<file path="config.mk">
export PLATFORM = sky130hd
export DESIGN_NAME = uart_lite_axi_responder
export DESIGN_NICKNAME = d
export VERILOG_FILES = /design/src/rtl/uart_lite_pkg.sv /design/src/rtl/uart_lite_axi_responder_byte_fifo.sv /design/src/rtl/uart_lite_axi_responder.sv
export SDC_FILE = /design/constraint.sdc
export NUM_CORES = 1
export LEC_CHECK = 0
export ABC_AREA = 1
export CORE_UTILIZATION = 25
export DETAILED_ROUTE_END_ITERATION = 8
export PLACE_DENSITY = 0.42
export SYNTH_ARGS = -nofsm -noshare
export SYNTH_HDL_FRONTEND = slang
export SYNTH_SLANG_ARGS = --single-unit
</file>
<file path="constraint.sdc">
create_clock -name clk -period 3.55 [get_ports clk]
set_input_delay 0.71 -clock clk [delete_from_list [all_inputs] [get_ports clk]]
set_output_delay 0.71 -clock clk [all_outputs]
set_load 0.05 [all_outputs]
</file>
<file path="src/rtl/uart_lite_pkg.sv">
// Shared register map for the UART-lite responder and the I/O controller that polls it.
package uart_lite_pkg;

  // Byte offsets of the four registers; only bits [3:2] take part in decode.
  localparam logic [31:0] RX_FIFO_OFS = 32'h0;
  localparam logic [31:0] TX_FIFO_OFS = 32'h4;
  localparam logic [31:0] STAT_OFS    = 32'h8;
  localparam logic [31:0] CTRL_OFS    = 32'hC;

  // STAT bit positions.
  localparam int unsigned STAT_RX_VALID = 0;
  localparam int unsigned STAT_RX_FULL  = 1;
  localparam int unsigned STAT_TX_EMPTY = 2;
  localparam int unsigned STAT_TX_FULL  = 3;

  // CTRL bit positions.
  localparam int unsigned CTRL_CLR_TX = 0;
  localparam int unsigned CTRL_CLR_RX = 1;

  // AXI response codes.
  localparam logic [1:0] RESP_OKAY   = 2'b00;
  localparam logic [1:0] RESP_SLVERR = 2'b10;

  // Register selected by address bits [3:2].
  typedef enum logic [1:0] {
    REG_RX   = RX_FIFO_OFS[3:2],
    REG_TX   = TX_FIFO_OFS[3:2],
    REG_STAT = STAT_OFS[3:2],
    REG_CTRL = CTRL_OFS[3:2]
  } reg_sel_e;

  typedef enum logic [1:0] {
    W_IDLE,
    W_HAVE_ADDR,
    W_HAVE_DATA,
    W_RESP
  } wr_state_e;

  typedef enum logic {
    R_IDLE,
    R_RESP
  } rd_state_e;

  // Map the decoded address bits onto a register select; upper bits alias.
  function automatic reg_sel_e decode_reg(input logic [1:0] addr_bits);
    return reg_sel_e'(addr_bits);
  endfunction

endpackage

</file>
<file path="src/rtl/uart_lite_axi_responder_byte_fifo.sv">
// Byte-wide synchronous FIFO with clear; supports push+pop in the same cycle, even when full.
module byte_fifo #(
  parameter int unsigned DEPTH = 16
) (
  input  logic       clk,
  input  logic       rstn,
  input  logic       push,
  input  logic [7:0] push_data,
  input  logic       pop,
  input  logic       clear,
  output logic [7:0] head,
  output logic       empty,
  output logic       full
);

  localparam int unsigned AW = $clog2(DEPTH);
  localparam logic [AW:0] PTR_ONE = {{AW{1'b0}}, 1'b1};

  logic [7:0]  mem_q [DEPTH];
  logic [AW:0] wr_ptr_q, wr_ptr_d;
  logic [AW:0] rd_ptr_q, rd_ptr_d;
  logic        do_push, do_pop;

  // Pointers carry one extra wrap bit so full and empty are distinguishable.
  assign empty   = (wr_ptr_q == rd_ptr_q);
  assign full    = (wr_ptr_q[AW] != rd_ptr_q[AW]) &&
                   (wr_ptr_q[AW-1:0] == rd_ptr_q[AW-1:0]);
  assign do_pop  = pop && !empty;
  // A pop in the same cycle frees the slot a push into a full FIFO needs.
  assign do_push = push && (!full || do_pop);
  assign head    = mem_q[rd_ptr_q[AW-1:0]];

  // Next pointer values; clear overrides any concurrent push or pop.
  always_comb begin
    wr_ptr_d = wr_ptr_q;
    rd_ptr_d = rd_ptr_q;
    if (clear) begin
      wr_ptr_d = '0;
      rd_ptr_d = '0;
    end else begin
      if (do_push) wr_ptr_d = wr_ptr_q + PTR_ONE;
      if (do_pop)  rd_ptr_d = rd_ptr_q + PTR_ONE;
    end
  end

  // Pointer registers with synchronous active-low reset.
  always_ff @(posedge clk) begin
    if (!rstn) begin
      wr_ptr_q <= '0;
      rd_ptr_q <= '0;
    end else begin
      wr_ptr_q <= wr_ptr_d;
      rd_ptr_q <= rd_ptr_d;
    end
  end

  // Storage write; contents need no reset since the pointers gate visibility.
  always_ff @(posedge clk) begin
    if (do_push && !clear) mem_q[wr_ptr_q[AW-1:0]] <= push_data;
  end

endmodule

</file>
<file path="src/rtl/uart_lite_axi_responder.sv">
// AXI4-lite slave emulating the UART register map, backed by host-side RX/TX byte FIFOs.
module uart_lite_axi_responder
  import uart_lite_pkg::*;
#(
  parameter int unsigned FIFO_DEPTH = 16
) (
  input  logic        clk,
  input  logic        rstn,
  input  logic        axi_awvalid,
  output logic        axi_awready,
  input  logic [31:0] axi_awaddr,
  input  logic        axi_wvalid,
  output logic        axi_wready,
  input  logic [31:0] axi_wdata,
  input  logic [3:0]  axi_wstrb,
  output logic        axi_bvalid,
  input  logic        axi_bready,
  output logic [1:0]  axi_bresp,
  input  logic        axi_arvalid,
  output logic        axi_arready,
  input  logic [31:0] axi_araddr,
  output logic        axi_rvalid,
  input  logic        axi_rready,
  output logic [31:0] axi_rdata,
  output logic [1:0]  axi_rresp,
  input  logic        rx_in_valid,
  output logic        rx_in_ready,
  input  logic [7:0]  rx_in_data,
  output logic        tx_out_valid,
  input  logic        tx_out_ready,
  output logic [7:0]  tx_out_data
);

  wr_state_e   wr_state_q, wr_state_d;
  rd_state_e   rd_state_q, rd_state_d;

  logic [1:0]  aw_bits_q;
  logic [7:0]  wdata_q;
  logic [1:0]  bresp_q, bresp_d;
  logic [31:0] rdata_q, rdata_d;
  logic [1:0]  rresp_q, rresp_d;

  logic        aw_hs, w_hs, ar_hs, wr_commit;
  reg_sel_e    wr_sel, rd_sel;
  logic [7:0]  wr_byte;
  logic [31:0] stat_word;

  logic        rx_push, rx_pop, rx_clear, rx_empty, rx_full;
  logic        tx_push, tx_clear, tx_empty, tx_full;
  logic [7:0]  rx_head;

  logic        unused_ok;
  assign unused_ok = ^{axi_awaddr[31:4], axi_awaddr[1:0], axi_araddr[31:4],
                       axi_araddr[1:0], axi_wdata[31:8], axi_wstrb};

  assign aw_hs = axi_awvalid && axi_awready;
  assign w_hs  = axi_wvalid && axi_wready;
  assign ar_hs = axi_arvalid && axi_arready;

  // A half already held comes from its register; the half arriving now comes from the bus.
  assign wr_sel  = decode_reg((wr_state_q == W_HAVE_ADDR) ? aw_bits_q : axi_awaddr[3:2]);
  assign wr_byte = (wr_state_q == W_HAVE_DATA) ? wdata_q : axi_wdata[7:0];
  assign rd_sel  = decode_reg(axi_araddr[3:2]);

  // ---------------- write channel FSM ----------------

  // Write state register.
  always_ff @(posedge clk) begin
    if (!rstn) wr_state_q <= W_IDLE;
    else       wr_state_q <= wr_state_d;
  end

  // Write next state; the commit fires on the cycle the second half arrives.
  always_comb begin
    wr_state_d = wr_state_q;
    wr_commit  = 1'b0;
    unique case (wr_state_q)
      W_IDLE: begin
        if (aw_hs && w_hs) begin
          wr_commit  = 1'b1;
          wr_state_d = W_RESP;
        end else if (aw_hs) begin
          wr_state_d = W_HAVE_ADDR;
        end else if (w_hs) begin
          wr_state_d = W_HAVE_DATA;
        end
      end
      W_HAVE_ADDR: begin
        if (w_hs) begin
          wr_commit  = 1'b1;
          wr_state_d = W_RESP;
        end
      end
      W_HAVE_DATA: begin
        if (aw_hs) begin
          wr_commit  = 1'b1;
          wr_state_d = W_RESP;
        end
      end
      W_RESP: begin
        if (axi_bready) wr_state_d = W_IDLE;
      end
      default: wr_state_d = W_IDLE;
    endcase
  end

  // Write channel outputs decoded from state.
  always_comb begin
    axi_awready = (wr_state_q == W_IDLE) || (wr_state_q == W_HAVE_DATA);
    axi_wready  = (wr_state_q == W_IDLE) || (wr_state_q == W_HAVE_ADDR);
    axi_bvalid  = (wr_state_q == W_RESP);
  end

  // Response code latched at commit: only TX and CTRL are writable.
  always_comb begin
    bresp_d = bresp_q;
    if (wr_commit)
      bresp_d = ((wr_sel == REG_TX) || (wr_sel == REG_CTRL)) ? RESP_OKAY : RESP_SLVERR;
  end

  // Holding registers for the address/data half that arrives first, plus bresp.
  always_ff @(posedge clk) begin
    if (!rstn) begin
      aw_bits_q <= '0;
      wdata_q   <= '0;
      bresp_q   <= RESP_OKAY;
    end else begin
      if (aw_hs) aw_bits_q <= axi_awaddr[3:2];
      if (w_hs)  wdata_q   <= axi_wdata[7:0];
      bresp_q <= bresp_d;
    end
  end

  assign axi_bresp = bresp_q;

  assign tx_push  = wr_commit && (wr_sel == REG_TX);
  assign tx_clear = wr_commit && (wr_sel == REG_CTRL) && wr_byte[CTRL_CLR_TX];
  assign rx_clear = wr_commit && (wr_sel == REG_CTRL) && wr_byte[CTRL_CLR_RX];

  // ---------------- read channel FSM ----------------

  // Read state register.
  always_ff @(posedge clk) begin
    if (!rstn) rd_state_q <= R_IDLE;
    else       rd_state_q <= rd_state_d;
  end

  // Read next state: one accept, then hold the response until rready.
  always_comb begin
    rd_state_d = rd_state_q;
    unique case (rd_state_q)
      R_IDLE:  if (ar_hs) rd_state_d = R_RESP;
      R_RESP:  if (axi_rready) rd_state_d = R_IDLE;
      default: rd_state_d = R_IDLE;
    endcase
  end

  // Read channel handshake outputs decoded from state.
  always_comb begin
    axi_arready = (rd_state_q == R_IDLE);
    axi_rvalid  = (rd_state_q == R_RESP);
  end

  // STAT snapshot of the FIFO flags.
  always_comb begin
    stat_word                = '0;
    stat_word[STAT_RX_VALID] = !rx_empty;
    stat_word[STAT_RX_FULL]  = rx_full;
    stat_word[STAT_TX_EMPTY] = tx_empty;
    stat_word[STAT_TX_FULL]  = tx_full;
  end

  // Read data and response chosen at accept; held registers keep them stable.
  always_comb begin
    rdata_d = rdata_q;
    rresp_d = rresp_q;
    if (ar_hs) begin
      unique case (rd_sel)
        REG_RX: begin
          rdata_d = rx_empty ? '0 : {24'h0, rx_head};
          rresp_d = RESP_OKAY;
        end
        REG_STAT: begin
          rdata_d = stat_word;
          rresp_d = RESP_OKAY;
        end
        default: begin
          rdata_d = '0;
          rresp_d = RESP_SLVERR;
        end
      endcase
    end
  end

  // Read response registers.
  always_ff @(posedge clk) begin
    if (!rstn) begin
      rdata_q <= '0;
      rresp_q <= RESP_OKAY;
    end else begin
      rdata_q <= rdata_d;
      rresp_q <= rresp_d;
    end
  end

  assign axi_rdata = rdata_q;
  assign axi_rresp = rresp_q;

  assign rx_pop = ar_hs && (rd_sel == REG_RX);

  // ---------------- FIFOs ----------------

  assign rx_in_ready  = !rx_full;
  assign rx_push      = rx_in_valid && rx_in_ready;
  assign tx_out_valid = !tx_empty;

  byte_fifo #(.DEPTH(FIFO_DEPTH)) u_rx_fifo (
    .clk       (clk),
    .rstn      (rstn),
    .push      (rx_push),
    .push_data (rx_in_data),
    .pop       (rx_pop),
    .clear     (rx_clear),
    .head      (rx_head),
    .empty     (rx_empty),
    .full      (rx_full)
  );

  byte_fifo #(.DEPTH(FIFO_DEPTH)) u_tx_fifo (
    .clk       (clk),
    .rstn      (rstn),
    .push      (tx_push),
    .push_data (wr_byte),
    .pop       (tx_out_ready),
    .clear     (tx_clear),
    .head      (tx_out_data),
    .empty     (tx_empty),
    .full      (tx_full)
  );

endmodule

</file>
### Yosys cells after proc, flatten, opt, wreduce, memory -nomap -nowiden

Memories as Yosys holds them, arrays and structs flattened. A register that Yosys moved wholly into a read port is not among the register bits.
Index checks and enable logic that the tools add are counted.

| operators by class | value |
|---|---|
| add/subtract/negate cells | 4 |
| equal/unequal tests | 16 |
| multiplexer cells | 28 |
| bitwise logic cells | 2 |
| reductions and logical operators | 35 |

Operator list:

| kind | number |
|---|---|
| adder 5 x 1 -> 5 bit (second input constant) | 4 |
| logical AND 1 bit | 18 |
| 2-to-1 mux 2 bit | 9 |
| 2-to-1 mux 4 bit | 4 |
| 2-to-1 mux 8 bit | 2 |
| case mux 8 bit (2 select lines) | 1 |
| == test 5 bit | 2 |
| 2-to-1 mux 1 bit | 9 |
| == test 2 bit (second input constant) | 4 |
| == test 4 bit | 2 |
| case mux 2 bit (4 select lines) | 1 |
| zero test 1 bit | 6 |
| OR reduction 2 bit | 3 |
| logical OR 1 bit | 5 |
| == test 2 x 1 -> 1 bit (second input constant) | 2 |
| zero test 2 bit | 2 |
| inequality test 2 bit (second input constant) | 2 |
| inequality test 4 bit (second input constant) | 1 |
| AND reduction 4 bit | 1 |
| case mux 1 bit (3 select lines) | 1 |
| inequality test 1 bit | 2 |
| inequality test 2 x 1 -> 1 bit (second input constant) | 1 |
| NOT 1 bit | 2 |
| case mux 1 bit (2 select lines) | 1 |

| word-level totals | value |
|---|---|
| bits in registers | 69 |
| RAM bits | 256 |
| input port bits | 117 |
| output and inout bits | 51 |
| word-level logic and storage cells | 98 |
| memories kept | 2 |

Memories:

| name | words | bits a word | rd ports | clocked after Yosys merged registers in | write ports | RTL line | source |
|---|---|---|---|---|---|---|---|
| u_rx_fifo.mem_q | 16 | 8 | 1 | 1 | 1 | uart_lite_axi_responder_byte_fifo.sv:19 | `logic [7:0] mem_q [DEPTH];` |
| u_tx_fifo.mem_q | 16 | 8 | 1 | 1 | 1 | uart_lite_axi_responder_byte_fifo.sv:19 |  |

### Logic depth before layout (Yosys ltp)

| depth | value |
|---|---|
| depth in word-level cells | 12 |
| mapped depth | 12 |
| gate-level depth less buffers | 11 |

### Modules after synthesis

From an unflattened synthesis, not the netlist that was laid out.

| unflattened totals | value |
|---|---|
| cells, all modules | 1222 |
| area, all modules | 13220.2 sq um |

Modules (own cells, without submodules):

| module | times used | cells an instance | area an instance (sq um) | sequential area each (sq um) |
|---|---|---|---|---|
| byte_fifo | 2 | 506 | 5896.9 | 4124.0 |
| uart_lite_axi_responder | 1 | 210 | 1426.4 | 460.4 |

### Worst setup path after synthesis

OpenSTA, ideal clock, no wires.

| timing path | value |
|---|---|
| path kind | register -> register |
| start | reg wr_state_q[0] |
| end | mem u_rx_fifo.mem_q[10][0] (enable) |
| setup time | 383 ps |
| data arrival time | 2186 ps |
| required time | 3167 ps |
| path slack | 981 ps |
| stages on the path, launching flop included | 13 |
| path buffers | 1 |
| clock period less this slack | 2569 ps |
| cells stage by stage | dfxtp_1 > inv_1 > ha_1 > inv_1 > nand2_4 > nand2_4 > inv_6 > o21ai_4 > inv_2 > nand3_2 > nand2_4 > buf_6 > nor3_1 |

| on the way | value |
|---|---|
| longest elaborated chain between the ends | 12 |
| elaborated cells on any way between the ends | 21 |
| those cells by class | eq/ne: 3; mux: 8; reduce/logical: 10 |

Ends and longest elaborated chain:

| item | RTL line | source |
|---|---|---|
| from (decl) | uart_lite_axi_responder.sv:34 | `wr_state_e wr_state_q, wr_state_d;` |
| from (signal assigned) | uart_lite_axi_responder.sv:70 | `else wr_state_q <= wr_state_d;` |
| == test 2 x 1 -> 1 bit / zero test 2 bit (equally long branches) | uart_lite_axi_responder.sv:110 | `axi_wready = (wr_state_q == W_IDLE) \|\| (wr_state_q == W_HAVE_ADDR);` |
| logical OR 1 bit (*) | uart_lite_axi_responder.sv:110 |  |
| named net axi_wready | uart_lite_axi_responder.sv:13 | `output logic axi_wready,` |
| logical AND 1 bit (*) | uart_lite_axi_responder.sv:57 | `assign w_hs = axi_wvalid && axi_wready;` |
| logical AND 1 bit | uart_lite_axi_responder.sv:79 | `if (aw_hs && w_hs) begin` |
| 2-to-1 mux 1 bit | uart_lite_axi_responder.sv:79 |  |
| case mux 1 bit (3 select lines) (*) | uart_lite_axi_responder.sv:77 | `unique case (wr_state_q)` |
| logical AND 1 bit (*) (2 in series) | uart_lite_axi_responder.sv:138 | `assign rx_clear = wr_commit && (wr_sel == REG_CTRL) && wr_byte[CTRL_CLR_RX];` |
| zero test 1 bit (*) | uart_lite_axi_responder_byte_fifo.sv:59 | `if (do_push && !clear) mem_q[wr_ptr_q[AW-1:0]] <= push_data;` |
| logical AND 1 bit (*) | uart_lite_axi_responder_byte_fifo.sv:59 |  |
| 2-to-1 mux 1 bit (*) | uart_lite_axi_responder_byte_fifo.sv:59 |  |
| 2-to-1 mux 1 bit (not written as such) (*) | uart_lite_axi_responder_byte_fifo.sv:59 |  |
| to (decl) | uart_lite_axi_responder_byte_fifo.sv:19 |  |

The timed path passes the listed nets; every way through them passes the cells marked *.

### Worst setup path after layout

| timing path | value |
|---|---|
| start | reg wr_state_q[0] |
| end | out axi_awready |

| on the way | value |
|---|---|
| longest elaborated chain between the ends | 2 |
| elaborated cells on any way between the ends | 3 |
| those cells by class | eq/ne: 1; reduce/logical: 2 |

Ends and longest elaborated chain:

| item | RTL line | source |
|---|---|---|
| == test 2 bit / zero test 2 bit (equally long branches) | uart_lite_axi_responder.sv:109 | `axi_awready = (wr_state_q == W_IDLE) \|\| (wr_state_q == W_HAVE_DATA);` |
| logical OR 1 bit (*) | uart_lite_axi_responder.sv:109 |  |
| to (decl) | uart_lite_axi_responder.sv:10 | `output logic axi_awready,` |

Mark *: on every way between the ends. The rest lies on a longest branch, timed or not.

==> flow_summary.toml <==
[yosys]
yosys.area_share.simple_pct = 13.0
synthMuxAreaShare_pct = 2.43
synth_top_area_cell = "edfxtp_1"
yosysWarningCount = 0
syn_avg_cell_area_um2 = 11.3
synth_area_um2 = 13200
ys_types = 39
synth_compound_area_share_pct = 9.22
synth_top_family_by_area = "simple AND/OR/NAND/NOR gates"
yosysTopAreaCellShare_pct = 58.2
ys_seq_elements = 307
synth.area.top_cells = "edfxtp_1 58%, dfxtp_1 7.7%, nand2_1 4.9%, o21ai_0 3.2%, o211ai_1 3.1%"
synth_fa_ha_area_share_pct = 1.42
syn_inst = 1166
seq_area_frac_synth_pct = 65.9
synth_xor_area_share_pct = 1.39

[cells_and_area]
finish.instance_area_um2 = 15700
antenna_cells = 0
nets = 1375
final_layout_size_suffix_gt1_share_pct = 9.38
syn2layout_area_growth_pct = 19.2
final_core_util_pct = 30.4

[worst_setup_path]
worst-path-max-fanout = 10
r2r_start = "wr_state_q[1]"
r2r-end = "u_rx_fifo.mem_q[15][6]"
start_kind = "flop"
r2r_cells = 11
path_class = "flop to output pin"
r2r_slack_ns = 0.85
critPathLaunch = "wr_state_q[0]"
required_ns = 2.84
crit_path_end_kind = "output pin"
worstPathArrival_ns = 2.39

[clock_network]
postCtsHoldBufs = 0
post-cts-setup-buffers = 0
clk_path_buf_depth = 3
path_clk_slew_ns = 0.06
cts_buffers = 37
cts_tree = "done"
h-tree-depth = 2
clk-insertion-delay-late_ns = 0.54
cts_sinks = 307
cts_resized = 0
cts-root-buf = "clkbuf_16"

[routing]
wl_mm = 32.3
dr.pass1.iters = 5
wl_per_cell_um = 16.6
drt-initial-drc-count = 483
vias = 8392
drcViolationCount = 0
antenna_left = 0
vias_per_cell = 4.31

[power_and_ir_drop]
total_power_mw = 9.38
power_leakage_nw = 5.54
peakVddDrop_v = 0.000269
power_density_nw_per_um2 = 596

[timing]
fin_skew_ns = 0.0328
slew_violations = 0
hold_ws_ns = 0.467
period_share_pct = 87.2
fmaxAchievable_mhz = 323
relSlewSlack_pct = 27.6
grt_setup_unrepaired = "no"
period_needed_ns = 3.10
worst_pin_slew_ns = 1.09
setup_viol_count_final = 0
hold_viol = 0
finalSetupTns_ns = 0

[floorplanning]
io_pins = 168
start_util_pct = 25.5
die_w_um = 232
die_height_um = 232
die_area_um2 = 53700
fp-row-count = 83
fp.coreArea_um2 = 51700

[grt]
overflow = 0
grt_use_total_pct = 12.1
grt_pass1_wl_mm = 49.6
first_global_vias = 8365
antenna_found_initial = 0
grt_max_degree = 86

[run_status]
status = "finished clean"

[min_path]
hold_end = "axi_rdata[6]"
hp-class = "flop to flop"
holdPathStages = 2
min_from = "axi_rdata[6]"

[placed_design]
place_congestion = 0.747
place_hpwl_mm = 20.2
place_area_um2 = 14600
numPortBuffers = 53

[flow_run]
cap_viol_max_count = 0
[layout make-up]
type	instances	area, um2
timing repair buffer	96	958
inverter	101	387
sequential	307	8710
clock buffer	52	1010
clock inverter	13	95.1
multi-input combinational	700	3730
fill	5350	36000
tap	680	851
[worst max-delay path by stage]
stage	end	slack (ns)	cells past startpoint
finish	axi_awready	0.45	5
floorplan	u_rx_fifo.mem_q[10][0]	0.98	12
global placement	u_rx_fifo.mem_q[15][7]	0.45	8
global route	axi_awready	0.30	5
CTS	axi_awready	0.40	5
detailed placement	u_rx_fifo.mem_q[15][7]	0.43	8
[metrics by stage]
stage,cells,setup WS [ns]
after global routing,1949,0.304
after detailed placement,1884,0.426
final,1949,0.455
after CTS,1949,0.400
after floorplan,1191,0.981
after global placement,1884,0.447
[cell families after synthesis]
| logic type | after synthesis |
|---|---|
| and+or+nand+nor | 394 |
| xor gates and xnor gates | 21 |
| DFF | 307 |
| other | 1 |
| adders and majority gates | 15 |
| AOI/OAI and AO/OA | 212 |
| muxes | 32 |
| buffers and inverters | 184 |
[registers in the layout, indices dropped and copies added, names as in the netlist, 2 cells and up, named ones only]
name,cells
u_rx_fifo.mem_q,128
u_tx_fifo.mem_q,128
axi_rdata,8
wdata_q,8
u_rx_fifo.rd_ptr_q,5
u_rx_fifo.wr_ptr_q,5
u_tx_fifo.rd_ptr_q,5
u_tx_fifo.wr_ptr_q,5
aw_bits_q,2
wr_state_q,2
[routing by layer]
metal  up-vias  part of all wire (%)  GRT usage [%]
li1       4172                     -              -
met4         0                   1.6           3.50
met3        31                   3.5           2.21
met1      4052                    48           16.6
met5         -                     0              0
met2       137                    47           19.5
[Yosys cell counts]
library cell    n
clkinv_1        2
a211oi_1        3
nand4_2         1
o21ai_4         1
o211ai_1       54
inv_4           1
nand3b_1        1
buf_1           2
edfxtp_1      256
clkbuf_2        1
nand3_2         1
nor2_1         90
nor2_4          1
or2_1           3
dfxtp_1        51
nor2_2          2
conb_1          1
o21a_1          1
buf_2          21
nand3b_4        1
nand3_1        80
buf_6           4
inv_1          94
ha_1           15
buf_4          29
xor2_1         14
nand4_1         1
nand2_2         2
mux2i_1        32
nor3_1         33
o21ai_0        85
inv_6           1
clkbuf_1       26
a21oi_1        67
xnor2_1         7
nand2_1       173
o21ai_1         1
inv_2           3
nand2_4         5
[power by group]
| group | switching (mW) | internal (mW) |
|---|---|---|
| Sequential | 0.0626 | 4.17 |
| Clock | 1.46 | 2.06 |
| Combinational | 1.14 | 0.496 |
[worst max-delay path, cell delays in order (launching register included)]
cell and delay, ns:
dfxtp_1 0.33, inv_1 0.13, ha_1 0.19, clkinv_1 0.26, nand2_1 0.13, clkdlybuf4s50_1 0.81
[cell usage in the layout, fill, tap and decap left out, drive strengths merged]
| cell type | synthesis | routed |
|---|---|---|
| edfxtp | 256 | 256 |
| nand2 | 180 | 180 |
| inv | 99 | 98 |
| nor2 | 93 | 93 |
| o21ai | 87 | 87 |
| nand3 | 81 | 81 |
| a21oi | 67 | 67 |
| o211ai | 54 | 54 |
| clkbuf | 27 | 52 |
| dfxtp | 51 | 51 |
| buf | 56 | 51 |
| clkdlybuf4s50 | 0 | 45 |
| nor3 | 33 | 33 |
| mux2i | 32 | 32 |
| conb | 1 | 26 |
| ha | 15 | 15 |
| clkinv | 2 | 15 |
| xor2 | 14 | 14 |
| xnor2 | 7 | 7 |
| or2 | 3 | 3 |
| a211oi | 3 | 3 |
| nand3b | 2 | 2 |
| nand4 | 2 | 2 |
| o21a | 1 | 1 |
| bufinv | 0 | 1 |
Power figures use the tool's default switching activity.
